### src/rtl/virtio_notify_dispatch_pkg.sv
// Shared constants and FSM encoding for the virtio notify dispatcher.
package virtio_pkg;
  localparam logic [15:0] VIRTIO_MSI_NO_VECTOR     = 16'hFFFF;
  localparam int          DEV_STATUS_DRIVER_OK_BIT = 2;
  localparam int          PAGE_SHIFT_DEFAULT       = 12;

  typedef enum logic {
    ST_IDLE  = 1'b0,
    ST_ISSUE = 1'b1
  } state_e;
endpackage

### src/rtl/virtio_notify_dispatch_arbiter.sv
// Round-robin pick: first set request at or after ptr_i, wrapping at NUM_Q.
module virtio_rr_arbiter #(
  parameter int NUM_Q = 3,
  parameter int IDX_W = 2
) (
  input  logic [NUM_Q-1:0] req_i,
  input  logic [IDX_W-1:0] ptr_i,
  output logic [IDX_W-1:0] gnt_idx_o,
  output logic             gnt_vld_o
);
  // Scan from the farthest offset down so the nearest offset wins.
  always_comb begin
    int idx;
    gnt_vld_o = 1'b0;
    gnt_idx_o = '0;
    idx       = 0;
    for (int k = NUM_Q - 1; k >= 0; k--) begin
      idx = (int'(ptr_i) + k) % NUM_Q;
      if (req_i[idx]) begin
        gnt_vld_o = 1'b1;
        gnt_idx_o = IDX_W'(idx);
      end
    end
  end
endmodule

### src/rtl/virtio_notify_dispatch.sv
// Virtio doorbell dispatcher: coalesces Queue Notify writes, issues one
// ring-processing request at a time in round-robin order, and turns fetch
// completions into MSI-X requests. Optional counter of coalesced notifies
// is built when VIRTIO_NOTIFY_STATS_EN is defined.
module virtio_notify_dispatch
  import virtio_pkg::*;
#(
  parameter int NUM_Q      = 3,
  parameter int QID_W      = 16,
  parameter int ADDR_W     = 64,
  parameter int PAGE_SHIFT = PAGE_SHIFT_DEFAULT
) (
  input  logic                clk,
  input  logic                rst_n,
  input  logic                notify_vld,
  input  logic [QID_W-1:0]    notify_qid,
  input  logic                drv_ok,
  input  logic [NUM_Q*32-1:0] q_pfn,
  input  logic [NUM_Q*16-1:0] q_vec,
  output logic                req_valid,
  input  logic                req_ready,
  output logic [QID_W-1:0]    req_qid,
  output logic [ADDR_W-1:0]   req_ring_addr,
  input  logic                done_valid,
  output logic                done_ready,
  input  logic [QID_W-1:0]    done_qid,
  output logic                msix_valid,
  input  logic                msix_ready,
  output logic [15:0]         msix_vec,
`ifdef VIRTIO_NOTIFY_STATS_EN
  output logic [31:0]         stat_coalesce,
`endif
  output logic                err_qid
);
  localparam int IDX_W = (NUM_Q > 1) ? $clog2(NUM_Q) : 1;

  state_e              state_q, state_d;
  logic [NUM_Q-1:0]    pend_q, pend_d, busy_q, busy_d;
  logic [IDX_W-1:0]    rr_ptr_q, rr_ptr_d;
  logic                req_valid_q, req_valid_d;
  logic [QID_W-1:0]    req_qid_q, req_qid_d;
  logic [ADDR_W-1:0]   req_addr_q, req_addr_d;
  logic                msix_valid_q, msix_valid_d;
  logic [15:0]         msix_vec_q, msix_vec_d;
  logic                err_q, err_d;

  logic [IDX_W-1:0]    gnt_idx, n_idx, d_idx, cur_idx;
  logic                gnt_vld;
  logic                notify_ok, notify_bad, done_acc;
  logic [15:0]         d_vec;

  assign done_ready = !msix_valid_q;
  assign done_acc   = done_valid && !msix_valid_q;
  assign notify_ok  = notify_vld && drv_ok && (notify_qid < QID_W'(NUM_Q));
  assign notify_bad = notify_vld && drv_ok && (notify_qid >= QID_W'(NUM_Q));
  assign n_idx      = notify_qid[IDX_W-1:0];
  assign d_idx      = done_qid[IDX_W-1:0];
  assign cur_idx    = req_qid_q[IDX_W-1:0];
  assign d_vec      = q_vec[int'(d_idx)*16 +: 16];

  virtio_rr_arbiter #(.NUM_Q(NUM_Q), .IDX_W(IDX_W)) u_arb (
    .req_i     (pend_q & ~busy_q),
    .ptr_i     (rr_ptr_q),
    .gnt_idx_o (gnt_idx),
    .gnt_vld_o (gnt_vld)
  );

  // State register and all registered outputs.
  always_ff @(posedge clk or negedge rst_n) begin
    if (!rst_n) begin
      state_q      <= ST_IDLE;
      pend_q       <= '0;
      busy_q       <= '0;
      rr_ptr_q     <= '0;
      req_valid_q  <= 1'b0;
      req_qid_q    <= '0;
      req_addr_q   <= '0;
      msix_valid_q <= 1'b0;
      msix_vec_q   <= '0;
      err_q        <= 1'b0;
    end else begin
      state_q      <= state_d;
      pend_q       <= pend_d;
      busy_q       <= busy_d;
      rr_ptr_q     <= rr_ptr_d;
      req_valid_q  <= req_valid_d;
      req_qid_q    <= req_qid_d;
      req_addr_q   <= req_addr_d;
      msix_valid_q <= msix_valid_d;
      msix_vec_q   <= msix_vec_d;
      err_q        <= err_d;
    end
  end

  // Next state: completion, issue FSM, then notify (a notify beats the issue clear).
  always_comb begin
    state_d      = state_q;
    pend_d       = pend_q;
    busy_d       = busy_q;
    rr_ptr_d     = rr_ptr_q;
    req_valid_d  = req_valid_q;
    req_qid_d    = req_qid_q;
    req_addr_d   = req_addr_q;
    msix_valid_d = msix_valid_q;
    msix_vec_d   = msix_vec_q;
    err_d        = 1'b0;

    if (msix_valid_q && msix_ready) msix_valid_d = 1'b0;

    if (done_acc) begin
      if (done_qid < QID_W'(NUM_Q)) begin
        busy_d[d_idx] = 1'b0;
        if (d_vec != VIRTIO_MSI_NO_VECTOR) begin
          msix_valid_d = 1'b1;
          msix_vec_d   = d_vec;
        end
      end else begin
        err_d = 1'b1;
      end
    end

    case (state_q)
      ST_IDLE: begin
        if (drv_ok && gnt_vld) begin
          state_d         = ST_ISSUE;
          req_valid_d     = 1'b1;
          req_qid_d       = QID_W'(gnt_idx);
          req_addr_d      = ADDR_W'(q_pfn[int'(gnt_idx)*32 +: 32]) << PAGE_SHIFT;
          pend_d[gnt_idx] = 1'b0;
          busy_d[gnt_idx] = 1'b1;
        end
      end
      ST_ISSUE: begin
        if (req_ready) begin
          state_d     = ST_IDLE;
          req_valid_d = 1'b0;
          rr_ptr_d    = (int'(cur_idx) == NUM_Q - 1) ? '0 : cur_idx + 1'b1;
        end
      end
      default: state_d = ST_IDLE;
    endcase

    if (notify_ok)  pend_d[n_idx] = 1'b1;
    if (notify_bad) err_d = 1'b1;
    if (!drv_ok)    pend_d = '0;
  end

`ifdef VIRTIO_NOTIFY_STATS_EN
  logic [31:0] stat_q;

  // Saturating count of notifies landing on a queue already pending or busy.
  always_ff @(posedge clk or negedge rst_n) begin
    if (!rst_n) stat_q <= '0;
    else if (notify_ok && (pend_q[n_idx] || busy_q[n_idx]) && (stat_q != 32'hFFFF_FFFF))
      stat_q <= stat_q + 32'd1;
  end

  assign stat_coalesce = stat_q;
`endif

  assign req_valid     = req_valid_q;
  assign req_qid       = req_qid_q;
  assign req_ring_addr = req_addr_q;
  assign msix_valid    = msix_valid_q;
  assign msix_vec      = msix_vec_q;
  assign err_qid       = err_q;
endmodule

### config.mk
export PLATFORM = sky130hd
export DESIGN_NAME = virtio_notify_dispatch
export DESIGN_NICKNAME = d
export VERILOG_FILES = /design/src/rtl/virtio_notify_dispatch_pkg.sv /design/src/rtl/virtio_notify_dispatch_arbiter.sv /design/src/rtl/virtio_notify_dispatch.sv
export SDC_FILE = /design/constraint.sdc
export NUM_CORES = 1
export LEC_CHECK = 0
export BUFFER_PORTS_ARGS = -buffer_cell sky130_fd_sc_hd__buf_2
export CAP_MARGIN = 10
export CORE_AREA = 2 2 110 112
export DETAILED_ROUTE_END_ITERATION = 7
export DIE_AREA = 0 0 112 114
export PLACE_DENSITY = 0.7
export SYNTH_ARGS = -nofsm -noshare
export SYNTH_HDL_FRONTEND = slang
export SYNTH_SLANG_ARGS = --single-unit
export TNS_END_PERCENT = 30
### constraint.sdc
create_clock -name clk -period 6 [get_ports clk]
set_clock_uncertainty 0.2 [all_clocks]
set_input_delay 0.6 -clock clk [delete_from_list [all_inputs] [get_ports clk]]
set_output_delay 0.6 -clock clk [all_outputs]
set_load 0.02 [all_outputs]
* Word-level counts from Yosys, hierarchy flattened
Index checks and enable logic that the tools add are counted.
** Cells by class
- Reductions and logical operators :: 14
- Add/sub/neg operators :: 3
- Bitwise logic cells :: 9
- Div/mod/pow operators :: 3
- Shift operators :: 2
- Equality and inequality tests :: 4
- $lt $le $gt $ge :: 12
- Muxes and demuxes :: 43
** Operators by type and width (number)
- $lt A32 B4 Y1 const B :: 3
- $shiftx A96 B8 Y32 :: 1
- $mod A32 B3 Y32 const B :: 2
- $shiftx A48 B7 Y16 :: 1
- $lt A16 B2 Y1 const B :: 2
- $mod A3 B3 Y32 const B :: 1
- $mux W3 :: 8
- $mux W1 :: 23
- $ge A16 B2 Y1 const B :: 1
- $ne A16 B16 Y1 const B :: 1
- $and A3 B3 Y3 :: 3
- $logic_and A1 B1 Y1 :: 9
- $lt A2 B3 Y1 const B :: 3
- $not A3 Y3 :: 3
- $mux W2 :: 4
- $bmux W1 S2 :: 3
- $demux W1 S2 :: 3
- $ge A2 B1 Y1 const B :: 3
- $or A3 B3 Y3 :: 2
- $reduce_and A2 Y1 :: 3
- $ne A2 B2 Y1 const B :: 2
- $pmux W1 S2 :: 2
- $add A2 B1 Y3 const B :: 1
- $add A2 B2 Y3 const B :: 1
- other kinds (5) :: 5
** Storage, ports and cells
- Register bits :: 62
- Word-level logic and storage cells :: 100

* Depth between registers and ports, before layout
Gate-level depths: netlist of the first run.
- Word-level depth :: 19
- Mapped depth :: 10

* Cells and area by module
Synthesis of the first run repeated with hierarchy kept, for this count alone.
** Second synthesis, totals
- Cells, all modules :: 437
- Area, all modules :: 4023.9 µm²
** Modules (own cells, without submodules)
- virtio_notify_dispatch :: times used 1, area each 3801.1 µm², cells an instance 408
- virtio_rr_arbiter :: times used 1, area each 222.7 µm², cells an instance 29

* Least setup slack after synthesis of the first run
Ideal clock, no wire load.
- Path kind :: input-to-reg
- From :: input done_qid[1]
- To :: register msix_vec_q[0] (netlist: msix_vec[0])
- Arrival :: 2.137 ns
- Setup slack :: 3.538 ns
- Setup time :: 0.125 ns
- Cell stages on the path :: 7
- Data required time :: 5.675 ns
- Buffers on the path :: 2
- Cell sequence :: buf_4 > a211oi_1 > nand4_1 > nand3b_1 > nor2_2 > buf_6 > mux2_4
** On the way
- Word-level cells in the longest chain between the ends :: 3
- Elaborated cells between the ends (all ways) :: 4
- Classes of those cells :: order compare: 1; eq/ne: 1; shift: 1; reduce/logical: 1
** RTL lines
- start, declared :: RTL line virtio_notify_dispatch.sv:26 : input logic [QID_W-1:0] done_qid,
- $shiftx A48 B7 Y16 :: RTL line virtio_notify_dispatch.sv:59 : assign d_vec = q_vec[int'(d_idx)*16 +: 16];
- $ne A16 B16 Y1 :: RTL line virtio_notify_dispatch.sv:113 : if (d_vec != VIRTIO_MSI_NO_VECTOR) begin
- $reduce_and A3 Y1 (no source line)
- end signal, assigned :: RTL line virtio_notify_dispatch.sv:90 : msix_vec_q <= msix_vec_d;
- end, declared :: RTL line virtio_notify_dispatch.sv:44 : logic [15:0] msix_vec_q, msix_vec_d;
Several ways; a longest one is shown, not always the timed one.
A chain may end at the register's enable or synchronous reset.

* Final worst setup path of the first run
- From :: input done_qid[0]
- To :: register msix_vec_q[15] (netlist: msix_vec[15])
Same word-level chain as after synthesis.

==> results of run 1 <==
per-layer routing:
| layer | GRT usage [%] | vias to the layer above | share of wire, % |
|---|---|---|---|
| li1 | - | 1945 | - |
| met1 | 21.73 | 1839 | 42 |
| met2 | 32.12 | 163 | 51 |
| met3 | 4.410 | 10 | 6.7 |
| met4 | 5.610 | 0 | 1.0 |
| met5 | 0 | - | 0 |
cells by family (layout without fill, tap and decap cells):
group                    Yosys count  after routing
AND/OR/NAND/NOR                  196            196
buffers and inverters             85            263
AO/OA/AOI/OAI                     78             78
flip-flops                        62             62
multiplexers                      32             32
adder cells (fa/ha/maj)            4              4
other                              1             46
area by class of cell:
class	instances	area [sq um]	share of cell area (%)
clock inverters	6	70.07	1.299
inverters	8	30.03	0.5566
multi-input cells	356	2117	39.24
well taps	147	183.9	3.409
repair buffers	239	1204	22.31
clock buffers	10	239.0	4.429
flip-flops and latches	62	1551	28.76
synthesized netlist by cell type, types with 3 or more instances:
cell type and n:
a311o_1 32, buf_2 9, buf_4 48, buf_6 3
clkbuf_1 17, dfrtp_1 62, inv_1 8, mux2_2 6
mux2_4 10, mux2i_1 16, nand2_1 136, nand2b_1 4
nand4_1 6, nor2_1 34, nor4_1 6, o21ai_0 9
o2bb2ai_1 16, o31ai_1 4
where the power goes:
group / internal (mW) / switching [mW] / total, mW
Combinational: 0.0738 / 0.108 / 0.182
Clock: 0.335 / 0.195 / 0.530
Sequential: 0.433 / 0.00780 / 0.441
Total: 0.841 / 0.311 / 1.15
sequential cells by signal (all words and copies together), names as in the netlist:
register and flops:
msix_valid 1, err_qid 1, req_valid 1, busy_q 3
rr_ptr_q 2, req_ring_addr 32, msix_vec 16, pend_q 3
state_q 1, req_qid 2
through the flow:
stage	util (%)	hold WS, ns	worst slack, ns	instances	power [mW]
after floorplan	-	0.1044	3.538	503	0.5618
after global placement	43.43	0.2532	2.528	812	0.6292
after detailed placement	43.43	0.2563	2.472	812	0.6313
after CTS	46.07	0.2478	2.830	828	1.170
after global routing	46.07	0.2552	2.687	828	1.215
final	46.07	0.2261	2.827	828	1.152
layout by cell type, fill, tap and decap left out, drive strengths merged, types with 3 or more instances in the layout:
master / instances
buf: 239
nand2: 136
dfrtp: 62
conb: 46
nor2: 35
a311o: 32
mux2i: 16
o2bb2ai: 16
mux2: 16
o21ai: 10
clkbuf: 10
inv: 9
nor4: 7
nand4: 6
nand2b: 4
o31ai: 4
clkinvlp: 3
how the worst min path moves through the flow:
stage / start / to / slack, ns / depth (start not counted)
2_1_floorplan: rst_n / busy_q[0] / 0.10 / 0
3_3_place_gp: req_ring_addr[28] / req_ring_addr[28] / 0.25 / 2
3_5_place_dp: req_ring_addr[31] / req_ring_addr[31] / 0.26 / 2
4_1_cts: req_ready / state_q / 0.25 / 2
5_1_grt: msix_ready / msix_valid / 0.26 / 2
6_report: rst_n / req_ring_addr[41] / 0.23 / 2
==> impl_metrics.yaml, run 1 <==
synthesis:
  ys_seq_area_share_pct: 38.76
  synth_adder_area_share_pct: 1.157
  synth_xor_area_share_pct: 0
  synth_mux_area_share_pct: 9.440
  synthTopCellsByArea: "dfrtp_1 39%, nand2_1 13%, buf_4 9.0%"
  synth_cell_type_count: 44
  yosys.area_share.simple_pct: 20.19
  synth-seq-cells: 62
  avgSynthCellArea_sq_um: 8.739
  synth_top_family_by_area: "simple AND/OR/NAND/NOR gates"
  syn_area_sq_mm: 0.004003
  synth_compound_area_share_pct: 17.04
  yosysWarnings: 0
  synth_edf_count: 0
  async_reset_ff_share_pct: 100.0
  yosys_most_used_dff: "dfrtp_1"
  synth_top_cell_area_share_pct: 38.76
  synthCells: 458
  yosys.area.top_type: "dfrtp_1"
critical_path:
  r2r_end: "req_ring_addr[24]"
  r2r_cells: 7
  critPathTopFamily: "simple AND/OR/NAND/NOR gates"
  worstPathCellList: "buf_2, nor2b_1, o2bb2ai_1, nand4_1, nor4_2, nor2_2, mux2_4"
  arrival_ns: 3.18
  end_kind: "register"
  crit_required_ns: 6.01
  cp_num_cells: 7
  endpoint: "msix_vec[15]"
  cp_num_buf_inv: 1
  rr_startpoint: "rr_ptr_q[0]"
  cp-start-kind: "input pin"
  cp_max_fo: 21
  ff2ff_setup_slack_ns: 2.95
  max_stage_delay_ns: 0.90
  worst-setup-path-type: "input pin to register"
  startpoint: "done_qid[0]"
  slowest_stage: "nor2b_1"
cts:
  cts_tree: "done"
  postCtsSetupBuffers: 0
  cts_sinks: 62
  insertion_delay_ns: 0.33
  hold_buffers: 0
  root_buffer: "clkbuf_16"
  clock_path_buffers: 2
  cts_buffers: 9
  cts_resized: 0
  clkTransAtPathRegs_ns: 0.05
  cts.htree.levels: 3
detailed_routing:
  postRouteAntennaNets: 0
  firstDrtPassIters: 4
  avgViaCountPerCell: 4.779
  drc: 0
  wl_per_cell_um: 14.10
  vias: 3957
  drtIter0Drc: 132
  drt_wl_total_mm: 11.67
place:
  port_buffers: 236
  place.gp.congestion: 0.7695
  detailed_place_hpwl_mm: 8.778
  placed_cell_area_sq_mm: 0.005086
global_route:
  grt_pass1_wl_mm: 18.25
  grt_overflow: 0
  grt_max_degree: 63
  track_usage_pct: 18.08
  antenna_found_initial: 0
  first_global_vias: 3664
sta:
  relSlewSlack_pct: 25.48
  fin_crit_sh_pct: 52.88
  fmax_mhz: 315.2
  tns_ns: 0
  hold_violations: 0
  setup_viol: 0
  worst_slew_pin_slew_ns: 1.118
  period_needed_ns: 3.173
  drv_slew: 0
  rsz0062_at_grt: "no"
floorplanning:
  rows: 40
  die_w_um: 112
  design.core.area_sq_mm: 0.01171
  die_height_um: 114
  pin_count: 283
  start_util_pct: 34.18
  dieArea_sq_mm: 0.01277
finish:
  fillers: 1222
  final_area_sq_mm: 0.005395
  finalNetCount: 861
  insertedDiodeCount: 0
  area_growth_syn_to_layout_pct: 34.79
  drive_above_1_share_pct: 40.97
power_and_ir_drop:
  pwr_density_cell_mw_per_mm2: 213.6
  leakage_nw: 2.975
  ir_drop_mv: 0.09468
worst_hold_path:
  hold_class: "input pin to async pin"
status:
  status: "completed"
flow_run:
  max_cap_viol_count: 0
Note: power is estimated with default switching activity, not from simulation.
==> inputs of run 2 (changes only) <==
clock period = 3.3 ns   (was 6 ns; I/O delays follow)
==> impl_metrics.yaml, run 2 (same netlist as run 1, synthesis figures left out) <==
power_and_ir_drop:
  leakage_nw: 3.016
  pwr_density_cell_mw_per_mm2: 380.0
  p_int_mw: 1.509
  ir_drop_mv: 0.2246
  switching_power_mw: 0.5691
  p_comb_share_pct: 16.1
  p_sw_share_pct: 27.38
  power_mw: 2.078
  pwr-share-seq_pct: 38.6
  pwr-share-clk_pct: 45.3
finish:
  largest_reg_flops: 32
  insertedDiodeCount: 0
  final_cell_mix: "236 x buf_2, 136 x nand2_1, 62 x dfrtp_1"
  finalNetCount: 868
  layout_commonest_cell: "buf_2"
  area_growth_syn_to_layout_pct: 36.64
  utilization_pct: 46.70
  instances_no_fill: 835
  drive_above_1_share_pct: 41.28
cts:
  insertion_delay_ns: 0.32
  cts_buffers: 9
  clkTransAtPathRegs_ns: 0.06
  cts_sinks: 62
  cts.htree.levels: 3
  cts_tree: "done"
  root_buffer: "clkbuf_16"
  postCtsSetupBuffers: 0
  clock_path_buffers: 2
sta:
  drv_slew: 0
  hold_violations: 24
  tns_ns: 0
  fmax_mhz: 369.2
  relSlewSlack_pct: 45.77
  finalWorstSetupSlack_ns: 0.5911
  rsz0062_at_grt: "no"
  timing.hold.ws_ns: -0.04317
  period_needed_ns: 2.709
  worst_slew_pin_slew_ns: 0.8135
  setup_viol: 0
  fin_crit_sh_pct: 82.09
detailed_routing:
  met3_wirelength_um: 747
  top_layer_used: "met4"
  avgViaCountPerCell: 4.768
  wl_met1_mm: 4.788
  firstDrtPassIters: 5
  postRouteAntennaNets: 0
  drt_wl_total_mm: 11.73
  drc: 0
  wl_per_cell_um: 14.05
  vias: 3981
  dr_wl_met2_mm: 6.004
  drtIter0Drc: 161
critical_path:
  worst-setup-path-type: "register to register"
  cp-start-kind: "register"
  arrival_ns: 2.77
  end_kind: "register"
  crit_required_ns: 3.37
  r2r_cells: 7
  cp_max_fo: 34
global_route:
  track_usage_pct: 18.22
  grt_max_degree: 63
  grt_overflow: 0
  first_global_vias: 3908
  grt_pass1_wl_mm: 18.69
  antenna_found_initial: 0
status:
  status: "finished, violations left"
  violations: "negative hold slack"
floorplanning:
  design.core.area_sq_mm: 0.01171
  die_height_um: 114
  start_util_pct: 34.18
  die_w_um: 112
  rows: 40
  dieArea_sq_mm: 0.01277
  pin_count: 283
place:
  place.gp.congestion: 0.7960
  detailed_place_hpwl_mm: 9.025
  port_buffers: 236
  dp.cells: 817
  dpl_worst_slack_ns: 0.5804
worst_hold_path:
  hold_class: "input pin to async pin"
flow_run:
  max_cap_viol_count: 0
==> run 2: cell count changes in the layout (fill, tap and decap cells not counted) <==
cell,change
dlygate4sd3_1,+2
clkinv_4,+1
clkbuf_8,-1
buf_12,+2
clkinv_2,+1
inv_6,-1
buf_4,+3
==> run 2: final timing paths <==
kind,startpoint,endpoint,slack [ns]
max in group asynchronous,rst_n,req_ring_addr[25],2.37
hold reg to reg,req_ring_addr[25],req_ring_addr[25],0.27
setup / recovery,rr_ptr_q[0],req_ring_addr[21],0.59
hold / removal,rst_n,req_ring_addr[41],-0.04
min in group clk,notify_qid[0],pend_q[0],0.04
setup reg to reg,rr_ptr_q[0],req_ring_addr[21],0.59
==> run 2: worst max-delay path, stage by stage (launching register included) <==
cell,delay [ns]
dfrtp_1,0.36
inv_1,0.05
ha_1,0.38
a21oi_1,0.31
o221a_2,0.78
nand2_1,0.16
a311o_1,0.35
nand2_1,0.06
==> run 2: cell type report <==
class / count / area (sq um)
fill: 1212 / 6242
timing repair buffer: 246 / 1286
sequential: 62 / 1551
clock inverter: 7 / 75.07
inverter: 8 / 30.03
tap: 147 / 183.9
multi-input combinational: 356 / 2117
clock buffer: 9 / 225.2
==> run 2: per-stage QoR <==
step | hold WS [ns] | instance area, sq um
after floorplan | -0.1656 | 4172
after global routing | 0.03618 | 5469
after global placement | 0.2529 | 5149
after CTS | 0.01433 | 5469
after detailed placement | 0.2580 | 5149
final | -0.04317 | 5469
==> run 2: power groups by stage <==
| stage | Sequential (mW) | Clock, mW | Combinational (mW) |
|---|---|---|---|
| after floorplan | 0.844 | 0 | 0.178 |
| after global placement | 0.815 | 0 | 0.334 |
| after detailed placement | 0.815 | 0 | 0.336 |
| after CTS | 0.802 | 0.964 | 0.338 |
| after global routing | 0.806 | 1.00 | 0.369 |
| final | 0.802 | 0.941 | 0.334 |
==> run 2: repair_timing <==
action / CTS / global route
gates resized for setup: 0 / 0
hold buffers: 2 / 0
hold endpoints to repair: 2 / 0
==> run 2: routing by layer <==
layer	up-vias	global-route usage [%]
li1	1961	-
met1	1842	20.96
met2	163	33.45
met3	15	4.145
met4	0	6.179
met5	-	0
==> inputs of run 3 (changes only) <==
clock period = 2.62 ns   (was 3.3 ns; I/O delays follow)
==> impl_metrics.yaml, run 3 (same netlist as run 1, synthesis figures left out) <==
floorplanning:
  start_util_pct: 34.18
  die_w_um: 112
  design.core.area_sq_mm: 0.01171
  dieArea_sq_mm: 0.01277
  die_height_um: 114
  rows: 40
  pin_count: 283
cts:
  root_buffer: "clkbuf_16"
  clkTransAtPathRegs_ns: 0.06
  cts_sinks: 62
  clock_path_buffers: 2
  cts.htree.levels: 3
  cts_tree: "done"
  postCtsSetupBuffers: 0
  cts_buffers: 9
  insertion_delay_ns: 0.32
worst_hold_path:
  min_to: "pend_q[2]"
  hold_path_startpoint: "drv_ok"
  holdPathStages: 3
  hold_class: "input pin to register"
sta:
  fin_crit_sh_pct: 95.39
  setup_viol: 0
  relSlewSlack_pct: 36.24
  period_needed_ns: 2.499
  worst_slew_pin_slew_ns: 0.9554
  drv_slew: 0
  hold_violations: 0
  fmax_mhz: 400.1
  finalWorstSetupSlack_ns: 0.1208
  rsz0062_at_grt: "no"
critical_path:
  r2r_end: "req_ring_addr[26]"
  arrival_ns: 2.56
  rr_startpoint: "busy_q[2]"
  worst-setup-path-type: "register to register"
  ff2ff_setup_slack_ns: 0.12
  end_kind: "register"
  cp-start-kind: "register"
  cp_max_fo: 43
  crit_required_ns: 2.68
  r2r_cells: 7
power_and_ir_drop:
  ir_drop_mv: 0.2424
  leakage_nw: 3.126
  pwr_density_cell_mw_per_mm2: 469.7
finish:
  drive_above_1_share_pct: 42.63
  largest_reg_flops: 32
  layout_commonest_cell: "buf_2"
  insertedDiodeCount: 0
  instances_no_fill: 853
  area_growth_syn_to_layout_pct: 41.86
  final_cell_mix: "236 x buf_2, 136 x nand2_1, 62 x dfrtp_1"
  finalNetCount: 886
  fillers: 1208
detailed_routing:
  vias: 4047
  drc: 0
  drt_wl_total_mm: 11.90
  wl_per_cell_um: 13.96
  postRouteAntennaNets: 0
  firstDrtPassIters: 4
  avgViaCountPerCell: 4.744
  drtIter0Drc: 180
flow_run:
  max_cap_viol_count: 0
place:
  dp.cells: 832
  place.gp.congestion: 0.8113
  dpl_worst_slack_ns: -0.3278
  port_buffers: 236
  detailed_place_hpwl_mm: 9.301
global_route:
  grt_pass1_wl_mm: 18.58
  grt_max_degree: 44
  grt_overflow: 0
  first_global_vias: 3903
  antenna_found_initial: 0
  track_usage_pct: 18.15
status:
  status: "completed"
==> run 3: cell count changes in the layout (fill, tap and decap cells not counted), moves of 2 or more <==
cell	before	now
buf_4	6	17
clkinv_4	2	0
buf_12	2	6
clkbuf_8	0	2
dlygate4sd3_1	2	5
==> run 3: area by class of cell <==
type / instances / area, sq um / area share [%]
clock buffers: 12 / 256.5 / 4.517
clock inverters: 4 / 53.80 / 0.9476
inverters: 8 / 30.03 / 0.5289
multi-input cells: 356 / 2123 / 37.40
flip-flops and latches: 62 / 1551 / 27.32
well taps: 147 / 183.9 / 3.239
repair buffers: 264 / 1479 / 26.05
==> run 3: power by group <==
part           switching, mW  leakage (nW)  internal, mW
Sequential            0.0183         0.815         0.992
Clock                  0.426         0.145         0.792
Combinational          0.252          2.17         0.187
Total                  0.696          3.13          1.97
==> run 3: metrics by stage <==
stage / instance area, sq um / setup TNS [ns] / hold slack, ns / power (mW) / utilization [%]
finish: 5678 / 0 / 0.02073 / 2.667 / 48.48
global placement: 5311 / -3.379 / 0.1003 / 1.458 / 45.35
detailed placement: 5311 / -5.062 / 0.09828 / 1.462 / 45.35
floorplan: 4172 / 0 / -0.2336 / 1.287 / -
global route: 5678 / 0 / 0.05070 / 2.791 / 48.48
CTS: 5672 / 0 / 0.01261 / 2.701 / 48.43
==> run 3: per-layer routing <==
| layer | routed length (um) | GRT usage (%) | up-vias | share of wire, % |
|---|---|---|---|---|
| met4 | 236 | 6.179 | 0 | 2.0 |
| met5 | 0 | 0 | - | 0 |
| met2 | 5969 | 32.69 | 165 | 50 |
| li1 | - | - | 1991 | - |
| met3 | 786 | 4.463 | 14 | 6.6 |
| met1 | 4911 | 21.20 | 1877 | 41 |
==> run 3: what timing repair did <==
| action | 4_1_cts | 5_1_grt |
|---|---|---|
| hold buffers | 5 | 0 |
| hold endpoints to repair | 27 | 0 |
| gates resized for setup | 0 | 3 |
| endpoints found under the setup margin | 0 | 48 |
==> run 3: worst max-delay path, cell delays in order (launching register included) <==
cell,delay (ns)
dfrtp_1,0.38
and2b_1,0.31
nor2_1,0.10
maj3_2,0.31
a2111o_2,0.56
buf_12,0.21
a311o_1,0.29
nand2_1,0.06
==> run 3: worst max path at each step <==
stage	start	endpoint	cells after the start
floorplan	rr_ptr_q[0]	pend_q[0]	8
global placement	done_qid[0]	msix_vec[1]	7
detailed placement	done_qid[0]	msix_vec[15]	7
CTS	done_qid[0]	msix_vec[9]	7
global route	rr_ptr_q[0]	req_ring_addr[33]	7
finish	busy_q[2]	req_ring_addr[26]	7
